`config.mk`:
```
export PLATFORM = sky130hd
export DESIGN_NAME = switch_debouncer_flat
export DESIGN_NICKNAME = d
export VERILOG_FILES = /design/src/rtl/switch_debouncer_if.sv /design/src/rtl/switch_debouncer.sv /design/src/flat_wrapper.sv
export SDC_FILE = /design/constraint.sdc
export NUM_CORES = 1
export LEC_CHECK = 0
export ABC_AREA = 1
export CORE_UTILIZATION = 49
export CTS_CLUSTER_DIAMETER = 150
export DETAILED_ROUTE_END_ITERATION = 7
export HOLD_SLACK_MARGIN = 0.12
export PLACE_DENSITY = 0.74
export SYNTH_ARGS = -nofsm -noshare
export SYNTH_HDL_FRONTEND = slang
export SYNTH_SLANG_ARGS = --single-unit
```
`constraint.sdc`:
```
create_clock -name clk -period 2.2 [get_ports clk]
set_clock_uncertainty 0.2 [all_clocks]
set_input_delay 0.55 -clock clk [delete_from_list [all_inputs] [get_ports clk]]
set_output_delay 0.55 -clock clk [all_outputs]
set_load 0.005 [all_outputs]
```
`src/rtl/switch_debouncer_if.sv`:
```
`default_nettype none
// ============================================================================
//  Module      : switch_debouncer_if
//  Description : Switch-conditioning bus. Carries the raw switch levels into
//                the debouncer and the clean levels/edge strobes back out.
//  Revision    : 1.0 - initial release
// ============================================================================
interface switch_debouncer_if #(
    parameter int WIDTH = 6
);
    logic [WIDTH-1:0] sw_in;
    logic [WIDTH-1:0] sw_db;
    logic [WIDTH-1:0] sw_rise;
    logic [WIDTH-1:0] sw_fall;
    logic             sw_changed;

    // Board side: supplies raw switches, consumes conditioned outputs
    modport master (
        output sw_in,
        input  sw_db,
        input  sw_rise,
        input  sw_fall,
        input  sw_changed
    );

    // Debouncer side
    modport slave (
        input  sw_in,
        output sw_db,
        output sw_rise,
        output sw_fall,
        output sw_changed
    );
endinterface
`default_nettype wire

```
`src/rtl/switch_debouncer.sv`:
```
`default_nettype none
// ============================================================================
//  Module      : switch_debouncer
//  Description : Two-flop synchroniser plus independent per-bit debounce
//                counters for the slide-switch bus. Produces clean levels and
//                registered one-cycle rise/fall/changed strobes.
//  Revision    : 1.0 - initial release
// ============================================================================
module switch_debouncer #(
    parameter int WIDTH         = 6,
    parameter int STABLE_CYCLES = 20
) (
    input  logic              clk,
    input  logic              rst,
    switch_debouncer_if.slave sw_bus
);

    localparam int                 c_cnt_w    = $clog2(STABLE_CYCLES + 1);
    localparam logic [c_cnt_w-1:0] c_cnt_last = c_cnt_w'(STABLE_CYCLES - 1);
    localparam logic [c_cnt_w-1:0] c_cnt_one  = c_cnt_w'(1);

    logic [WIDTH-1:0]   r_sync1;
    logic [WIDTH-1:0]   r_sync2;
    logic [WIDTH-1:0]   r_db;
    logic [WIDTH-1:0]   r_rise;
    logic [WIDTH-1:0]   r_fall;
    logic               r_changed;
    logic [c_cnt_w-1:0] r_cnt [WIDTH];
    logic [WIDTH-1:0]   w_flip;

    // Bring the asynchronous switch levels into the clk domain
    always_ff @(posedge clk or posedge rst) begin
        if (rst) begin
            r_sync1 <= '0;
            r_sync2 <= '0;
        end else begin
            r_sync1 <= sw_bus.sw_in;
            r_sync2 <= r_sync1;
        end
    end

    // A bit flips when it has disagreed with its debounced value long enough
    always_comb begin
        w_flip = '0;
        for (int i = 0; i < WIDTH; i++) begin
            w_flip[i] = (r_sync2[i] != r_db[i]) && (r_cnt[i] == c_cnt_last);
        end
    end

    // Per-bit disagreement counters, debounced levels and edge strobes
    always_ff @(posedge clk or posedge rst) begin
        if (rst) begin
            r_db      <= '0;
            r_rise    <= '0;
            r_fall    <= '0;
            r_changed <= 1'b0;
            for (int i = 0; i < WIDTH; i++) begin
                r_cnt[i] <= '0;
            end
        end else begin
            // The strobes share the edge on which the new level appears
            r_db      <= r_db ^ w_flip;
            r_rise    <= w_flip & r_sync2;
            r_fall    <= w_flip & ~r_sync2;
            r_changed <= |w_flip;
            for (int i = 0; i < WIDTH; i++) begin
                // Agreement (bounce back) or a completed flip restarts the count
                if ((r_sync2[i] == r_db[i]) || w_flip[i]) begin
                    r_cnt[i] <= '0;
                end else begin
                    r_cnt[i] <= r_cnt[i] + c_cnt_one;
                end
            end
        end
    end

    assign sw_bus.sw_db      = r_db;
    assign sw_bus.sw_rise    = r_rise;
    assign sw_bus.sw_fall    = r_fall;
    assign sw_bus.sw_changed = r_changed;

endmodule
`default_nettype wire

```
`src/flat_wrapper.sv`:
```
// flat-port wrapper written by rule: the top's interface ports become plain ports
module switch_debouncer_flat 
#(
    parameter int WIDTH         = 6,
    parameter int STABLE_CYCLES = 20
)
  (clk, rst, sw_bus_sw_in, sw_bus_sw_db, sw_bus_sw_rise, sw_bus_sw_fall, sw_bus_sw_changed);
  switch_debouncer_if #(.WIDTH(WIDTH)) sw_bus_i ();
  input  logic clk;
  input  logic rst;
  input wire logic [$bits(sw_bus_i.sw_in)-1:0] sw_bus_sw_in;
  output wire logic [$bits(sw_bus_i.sw_db)-1:0] sw_bus_sw_db;
  output wire logic [$bits(sw_bus_i.sw_rise)-1:0] sw_bus_sw_rise;
  output wire logic [$bits(sw_bus_i.sw_fall)-1:0] sw_bus_sw_fall;
  output wire logic [$bits(sw_bus_i.sw_changed)-1:0] sw_bus_sw_changed;
  assign sw_bus_i.sw_in = sw_bus_sw_in;
  assign sw_bus_sw_db = sw_bus_i.sw_db;
  assign sw_bus_sw_rise = sw_bus_i.sw_rise;
  assign sw_bus_sw_fall = sw_bus_i.sw_fall;
  assign sw_bus_sw_changed = sw_bus_i.sw_changed;
  switch_debouncer #(.WIDTH(WIDTH), .STABLE_CYCLES(STABLE_CYCLES)) u_core (.clk(clk), .rst(rst), .sw_bus(sw_bus_i));
endmodule
```
# --- Word level (Yosys, flattened, before mapping) ---
# Index checks and enable logic that the tools add are counted.
word_totals:
  output_inout_bits: 19
  register_bits: 61
classes:
  bitwise_logic: 4
  n_mux: 6
  n_eq_ne: 18
  n_addsub: 6
  reduce_logical: 13
op_table:
  columns: ["op", "n"]
  rows:
  - ["adder 5 x 1 -> 5 bit (second input constant)", 6]
  - ["== test 5 bit (second input constant)", 6]
  - ["2-to-1 mux 5 bit", 6]
  - ["bitwise AND 6 bit", 2]
  - ["== test 1 bit", 6]
  - ["logical AND 1 bit", 6]
  - ["logical OR 1 bit", 6]
  - ["!= test 1 bit", 6]
  - ["inverter 6 bit", 1]
  - ["OR reduction 6 bit", 1]
  - ["XOR 6 bit", 1]

# --- Depth between registers and ports, before layout ---
# Gate-level depths: netlist (run 1).
depth:
  ltp_word: 4
  mapped_depth: 7

# --- Least setup slack after synthesis (run 1) ---
# No wires, ideal clock.
synth_path:
  path_type: "register to register"
  from: "register u_core.r_cnt[15] (netlist bit)"
  to: "register u_core.r_changed, in the netlist u_core.sw_bus.sw_changed"
  n_path_buf: 0
  arrival_time_ns: 0.967
  path_slack_ns: 0.914
  period_less_slack_ns: 1.286
  setup_ns: 0.119
  path_stages_with_launch: 8
  required_ns: 1.881
  path_cell_list: "dfrtp_1 -> ha_1 -> nand2_1 -> nor2_1 -> nand2_1 -> nand2_1 -> nor2_1 -> nand2_1"
synth_between:
  elab_chain_len: 3
synth_rtl:
  columns: ["item", "line", "rtl"]
  rows:
  - ["start, declared", "switch_debouncer.sv:28", "logic [c_cnt_w-1:0] r_cnt [WIDTH];"]
  - ["start signal, assigned by index", "switch_debouncer.sv:71", "r_cnt[i] <= r_cnt[i] + c_cnt_one;"]
  - ["== test 5 bit", "switch_debouncer.sv:46", "w_flip[i] = (r_sync2[i] != r_db[i]) && (r_cnt[i] == c_cnt_last);"]
  - ["logical AND 1 bit", "switch_debouncer.sv:46", null]
  - ["OR reduction 6 bit", "switch_debouncer.sv:65", "r_changed <= |w_flip;"]
  - ["end signal, assigned", "switch_debouncer.sv:65", null]
  - ["end, declared", "switch_debouncer.sv:27", "logic r_changed;"]
# No other way between the ends.

==> results of run 1 <==
==> logic make-up (layout without fill, tap and decap cells) <==
logic type,Yosys count,count (layout),synth area share
flops,61,61,0.637
buf+inv,29,73,0.0454
compound gates,12,12,0.0282
xor+xnor,11,11,0.0402
fa+ha+maj,6,6,0.0313
simple gates,123,123,0.218
==> per-stage QoR <==
| step | std cells | setup slack, ns |
|---|---|---|
| 6_report | 353 | 0.212 |
| 5_1_grt | 353 | 0.150 |
| 4_1_cts | 353 | 0.190 |
| 3_5_place_dp | 337 | 0.559 |
| 3_3_place_gp | 337 | 0.564 |
| 2_1_floorplan | 242 | 0.806 |
==> layout by cell type (no fill, tap or decap), drive strengths merged <==
cell type	netlist	layout
clkinvlp	0	1
nor3	3	3
buf	0	2
xor2	6	6
xnor2	5	5
nand2	49	49
a21oi	5	5
or2	3	3
dfrtp	61	61
ha	6	6
nor2	49	49
nand3	12	12
o21ai	7	7
nor3b	1	1
clkdlybuf4s50	0	26
nand4	6	6
inv	29	28
clkbuf	0	16
==> power groups by stage <==
| stage | Combinational [mW] | Clock (mW) | Sequential, mW |
|---|---|---|---|
| floorplan | 0.0820 | 0 | 1.20 |
| global placement | 0.115 | 0 | 1.21 |
| detailed placement | 0.118 | 0 | 1.21 |
| CTS | 0.120 | 0.955 | 1.19 |
| global route | 0.136 | 0.999 | 1.19 |
| finish | 0.117 | 0.924 | 1.19 |
==> path summary, 6_finish.rpt <==
path	endpoint	cells past startpoint
worst min register to register	u_core.r_sync2[0]$_DFF_PP0_	0
worst max register to register	u_core.sw_bus.sw_changed$_DFF_PP0_	7
worst max-delay path	sw_bus_sw_db[5]	1
worst min-delay path	u_core.r_sync2[0]$_DFF_PP0_	0
min in group asynchronous	u_core.r_cnt[7]$_DFF_PP0_	2
max in group asynchronous	async pin	3
==> per-layer routing <==
layer	up-vias	GRT usage	routed length [um]
met2	32	0.267	1790
li1	832	-	-
met4	0	0.105	80
met3	5	0.0583	124
met1	766	0.205	1760
met5	-	0	0
==> synth_stat cells (all sizes together) <==
master | number | area share
nor2 | 49 | 0.077
a21oi | 5 | 0.012
ha | 6 | 0.031
nand2 | 49 | 0.079
o21ai | 7 | 0.016
xnor2 | 5 | 0.018
xor2 | 6 | 0.022
nand4 | 6 | 0.016
dfrtp | 61 | 0.64
inv | 29 | 0.045
or2 | 3 | 0.0078
nor3 | 3 | 0.0063
nand3 | 12 | 0.029
nor3b | 1 | 0.0031
==> registers in the layout, summed over array words and instances, names as in the netlist, named ones only <==
signal / count
u_core.r_cnt: 30
u_core.r_sync1: 6
u_core.r_sync2: 6
u_core.sw_bus.sw_changed: 1
u_core.sw_bus.sw_fall: 6
u_core.sw_bus.sw_rise: 6
==> final cells by class <==
cell class | count | area (sq um)
tap | 67 | 83.8
timing repair buffer | 28 | 288
inverter | 29 | 113
sequential | 61 | 1530
fill | 388 | 1760
multi-input combinational | 152 | 761
clock buffer | 16 | 190
==> impl_metrics.py, run 1 <==
metrics = {
    "critical_path": {
        "crit_path_top_delay_cell": "clkdlybuf4s50_1",
        "cp.required_ns": 1.45,
        "critPathMaxStageDelay_ns": 0.52,
        "r2r_setup_slack_ns": 0.76,
        "path_max_fanout": 5,
        "crit_path_cell_trace": "clkdlybuf4s50_1",
        "critPathLaunchType": "register",
        "r2r-start": "u_core.r_cnt[15]$_DFF_PP0_",
        "crit_type": "reg2out",
        "crit_arrival_ns": 1.24,
        "critPathCaptureType": "output port",
        "cp_num_buf_inv": 1,
        "cpLargestDelayFamily": "buffers and inverters",
    },
    "synthesis": {
        "netlist_area_sq_um": 2400,
        "seq_area_frac_synth": 0.637,
        "netlist_instances": 242,
        "avgSynthCellArea_sq_um": 9.90,
        "synth_cell_types": 19,
        "ys_seq_elements": 61,
        "syn_nets": 256,
        "yosys_warnings": 0,
    },
    "sta": {
        "min_period_ns": 1.99,
        "final-hold-violation-count": 0,
        "setup_violations": 0,
        "final_max_slew_viol_count": 0,
        "setup-tns-final_ns": 0,
        "min_period_over_period": 0.904,
        "rsz0062_at_grt": "no",
        "holdWs_ns": 0.149,
        "relSlewSlack": 0.832,
        "fmax_ghz": 0.503,
        "worst_pin_slew_ns": 0.252,
    },
    "floorplanning": {
        "start_util": 0.507,
        "io_pins": 27,
        "core_sq_um": 4720,
        "die_h_um": 71.9,
        "rows": 25,
        "die_x_um": 71.9,
        "die_area_sq_um": 5170,
    },
    "power": {
        "p_per_area_nw_per_um2": 753,
        "p_clk_frac": 0.414,
        "total_power_mw": 2.23,
        "p_sw_uw": 488,
        "p_leak_nw": 1.41,
        "ir_drop_mv": 0.504,
        "seqPwrFrac": 0.533,
        "p_sw_frac": 0.219,
        "comb_power_share": 0.052,
        "p_int_mw": 1.74,
    },
    "route": {
        "ant_nets": 0,
        "drt_first_pass_iters": 4,
        "wl_per_cell_um": 10.6,
        "drc": 0,
        "viasPerCell": 4.63,
        "wl_mm": 3.76,
        "drtIter0Drc": 81,
        "num_vias": 1635,
    },
    "place": {
        "hpwl_mm": 2.59,
        "portBuffers": 26,
        "placed_cell_area_sq_um": 2770,
        "place.gp.congestion": 0.777,
    },
    "clock_network": {
        "clock_latency_ns": 0.33,
        "hold_buffers": 0,
        "cts_max_level": 3,
        "cts_sinks": 61,
        "cts-root-buf": "clkbuf_8",
        "clk_path_buf_depth": 2,
        "cts_setup_buffers": 0,
        "cts_tree": "built",
        "cts_inserted_buffers": 9,
        "ctsResizeCount": 0,
        "clk_pin_slew_worst_paths_ns": 0.06,
    },
    "global_route": {
        "grt.overflow.total": 0,
        "antenna_found_initial": 0,
        "grt_usage": 0.171,
        "grt_pass1_wl_mm": 6.40,
        "grt_pass1_vias": 1497,
        "grt_max_degree": 39,
    },
    "layout": {
        "final_util": 0.627,
        "fin_nets": 295,
        "fin_area_sq_um": 2960,
        "area_delta_synth_final_pct": 23.6,
        "drive_gt1_frac": 0.0769,
        "antenna_cells": 0,
    },
    "worst_hold_path": {
        "hold_path.startpoint": "u_core.r_sync1[0]$_DFF_PP0_",
        "hold_path.class": "reg2reg",
    },
    "flow_run": {
        "cap_violations": 0,
    },
    "status": {
        "run_status": "complete, no violations",
    },
}
(Power assumes the default switching activity.)
==> run 2, diff against run 1 <==
CORE_UTILIZATION = 50   (was 49)
PLACE_DENSITY = 0.72   (was 0.74)
clock period = 2.6 ns   (was 2.2 ns; I/O delays follow)
==> impl_metrics.py, run 2 (synthesized netlist as in run 1, its figures left out) <==
metrics = {
    "global_route": {
        "grt_use_met3": 0.0464,
        "grt_usage": 0.168,
        "grt_max_degree": 62,
        "top_usage_layer": "met2",
        "antenna_found_initial": 0,
        "grt_pass1_vias": 1580,
        "grt_pass1_wl_mm": 6.44,
        "grt.overflow.total": 0,
        "grt_util_met2": 0.276,
        "met1_usage": 0.197,
    },
    "critical_path": {
        "critPathMaxStageDelay_ns": 0.52,
        "cp.required_ns": 1.75,
        "cp-endpoint": "sw_bus_sw_db[5]",
        "r2r_setup_slack_ns": 1.15,
        "cp_num_cells": 1,
        "path_max_fanout": 5,
        "crit_type": "reg2out",
        "cp_num_buf_inv": 1,
        "crit_arrival_ns": 1.24,
        "r2r-start": "u_core.r_cnt[15]$_DFF_PP0_",
        "critPathLaunchType": "register",
        "critPathCaptureType": "output port",
        "cpLargestDelayFamily": "buffers and inverters",
        "worstRegToRegCells": 7,
        "regToRegEndpoint": "u_core.sw_bus.sw_changed$_DFF_PP0_",
        "crit_path_cell_trace": "clkdlybuf4s50_1",
        "crit_path_top_delay_cell": "clkdlybuf4s50_1",
    },
    "sta": {
        "setup_violations": 0,
        "final-hold-violation-count": 0,
        "rsz0062_at_grt": "no",
        "worst_pin_slew_ns": 0.303,
        "final_max_slew_viol_count": 0,
        "min_period_ns": 2.09,
        "relSlewSlack": 0.798,
        "setup-tns-final_ns": 0,
        "fmax_ghz": 0.479,
        "min_period_over_period": 0.803,
    },
    "layout": {
        "fin_nets": 294,
        "largest_register_ffs": 30,
        "area_delta_synth_final_pct": 22.8,
        "layout_commonest_cell": "dfrtp_1",
        "largest_register": "u_core.r_cnt",
        "final_cell_mix": "61 x dfrtp_1, 49 x nor2_1, 47 x nand2_1, 28 x inv_1, 26 x clkdlybuf4s50_1",
        "antenna_cells": 0,
        "drive_gt1_frac": 0.0842,
        "fin_area_sq_um": 2940,
        "n_fill_cell": 355,
    },
    "clock_network": {
        "hold_buffers": 0,
        "cts_inserted_buffers": 9,
        "clk_pin_slew_worst_paths_ns": 0.07,
        "ctsResizeCount": 0,
        "cts_setup_buffers": 0,
        "cts_sinks": 61,
        "cts_max_level": 3,
        "cts-root-buf": "clkbuf_8",
        "cts_tree": "built",
        "clk_path_buf_depth": 2,
        "clock_latency_ns": 0.33,
    },
    "power": {
        "p_leak_nw": 1.40,
        "p_sw_frac": 0.228,
        "comb_power_share": 0.049,
        "seqPwrFrac": 0.523,
        "p_int_mw": 1.48,
        "p_sw_uw": 438,
        "ir_drop_mv": 0.406,
        "p_per_area_nw_per_um2": 653,
        "p_clk_frac": 0.428,
    },
    "floorplanning": {
        "rows": 24,
        "start_util": 0.536,
        "die_h_um": 71.2,
        "die_x_um": 71.2,
        "io_pins": 27,
        "core_sq_um": 4470,
        "die_area_sq_um": 5070,
    },
    "place": {
        "portBuffers": 26,
        "place.gp.congestion": 0.737,
        "placed_cell_area_sq_um": 2740,
        "hpwl_mm": 2.44,
    },
    "route": {
        "ant_nets": 0,
        "drtIter0Drc": 76,
        "num_vias": 1613,
        "drc": 2,
        "viasPerCell": 4.79,
        "drt_first_pass_iters": 6,
        "wl_mm": 3.57,
        "wl_per_cell_um": 10.6,
    },
    "flow_run": {
        "cap_violations": 0,
    },
    "status": {
        "run_status": "complete, but fails checks",
        "violations": "DRC",
    },
    "worst_hold_path": {
        "hold_path.class": "reg2reg",
    },
}
-- run 2: cell count changes in the layout (fill, tap and decap cells not counted), moves of 2 or more --
cell / change
clkbuf_1: -3
clkbuf_8: -3
clkinv_2: +2
clkinvlp_4: +2
-- run 2: per-layer routing --
metal | part of all wire | vias to the layer above
li1 | - | 829
met4 | 0.024 | 0
met1 | 0.47 | 747
met3 | 0.029 | 10
met5 | 0 | -
met2 | 0.48 | 27
-- run 2: power by group through the flow --
stage                     logic, mW  clock network (mW)  registers (mW)
after CTS                    0.0978               0.843            1.00
after global routing          0.113               0.887            1.01
final                        0.0950               0.822            1.00
after floorplan              0.0691                   0            1.02
after detailed placement     0.0970                   0            1.02
after global placement       0.0957                   0            1.02
-- run 2: how the worst min path moves through the flow --
stage,start,depth (start not counted),to
global route,u_core.r_sync1[3]$_DFF_PP0_,0,u_core.r_sync2[3]$_DFF_PP0_
detailed placement,u_core.r_sync1[2]$_DFF_PP0_,0,u_core.r_sync2[2]$_DFF_PP0_
global placement,u_core.r_sync1[2]$_DFF_PP0_,0,u_core.r_sync2[2]$_DFF_PP0_
finish,u_core.r_sync1[3]$_DFF_PP0_,0,u_core.r_sync2[3]$_DFF_PP0_
CTS,u_core.r_sync1[2]$_DFF_PP0_,0,u_core.r_sync2[2]$_DFF_PP0_
floorplan,u_core.r_sync1[0]$_DFF_PP0_,0,u_core.r_sync2[0]$_DFF_PP0_
-- run 2: per-stage QoR --
step / instances / total power, mW / worst slack [ns] / util / hold WS (ns)
2_1_floorplan: 242 / 1.09 / 0.237 / - / 0.131
3_3_place_gp: 321 / 1.12 / 0.866 / 0.613 / 0.134
3_5_place_dp: 321 / 1.12 / 0.858 / 0.613 / 0.138
4_1_cts: 337 / 1.94 / 0.495 / 0.657 / 0.152
5_1_grt: 337 / 2.01 / 0.436 / 0.657 / 0.150
6_report: 337 / 1.92 / 0.511 / 0.657 / 0.147
-- run 2: layout make-up --
cell class                      instances  area, sq um  area share
Clock buffer                           10          138      0.0468
Clock inverter                          6         62.6      0.0213
Inverter                               29          109      0.0370
Multi-Input combinational cell        152          761       0.259
Sequential cell                        61         1530       0.519
Tap cell                               52         65.1      0.0221
Timing Repair Buffer                   27          280      0.0953
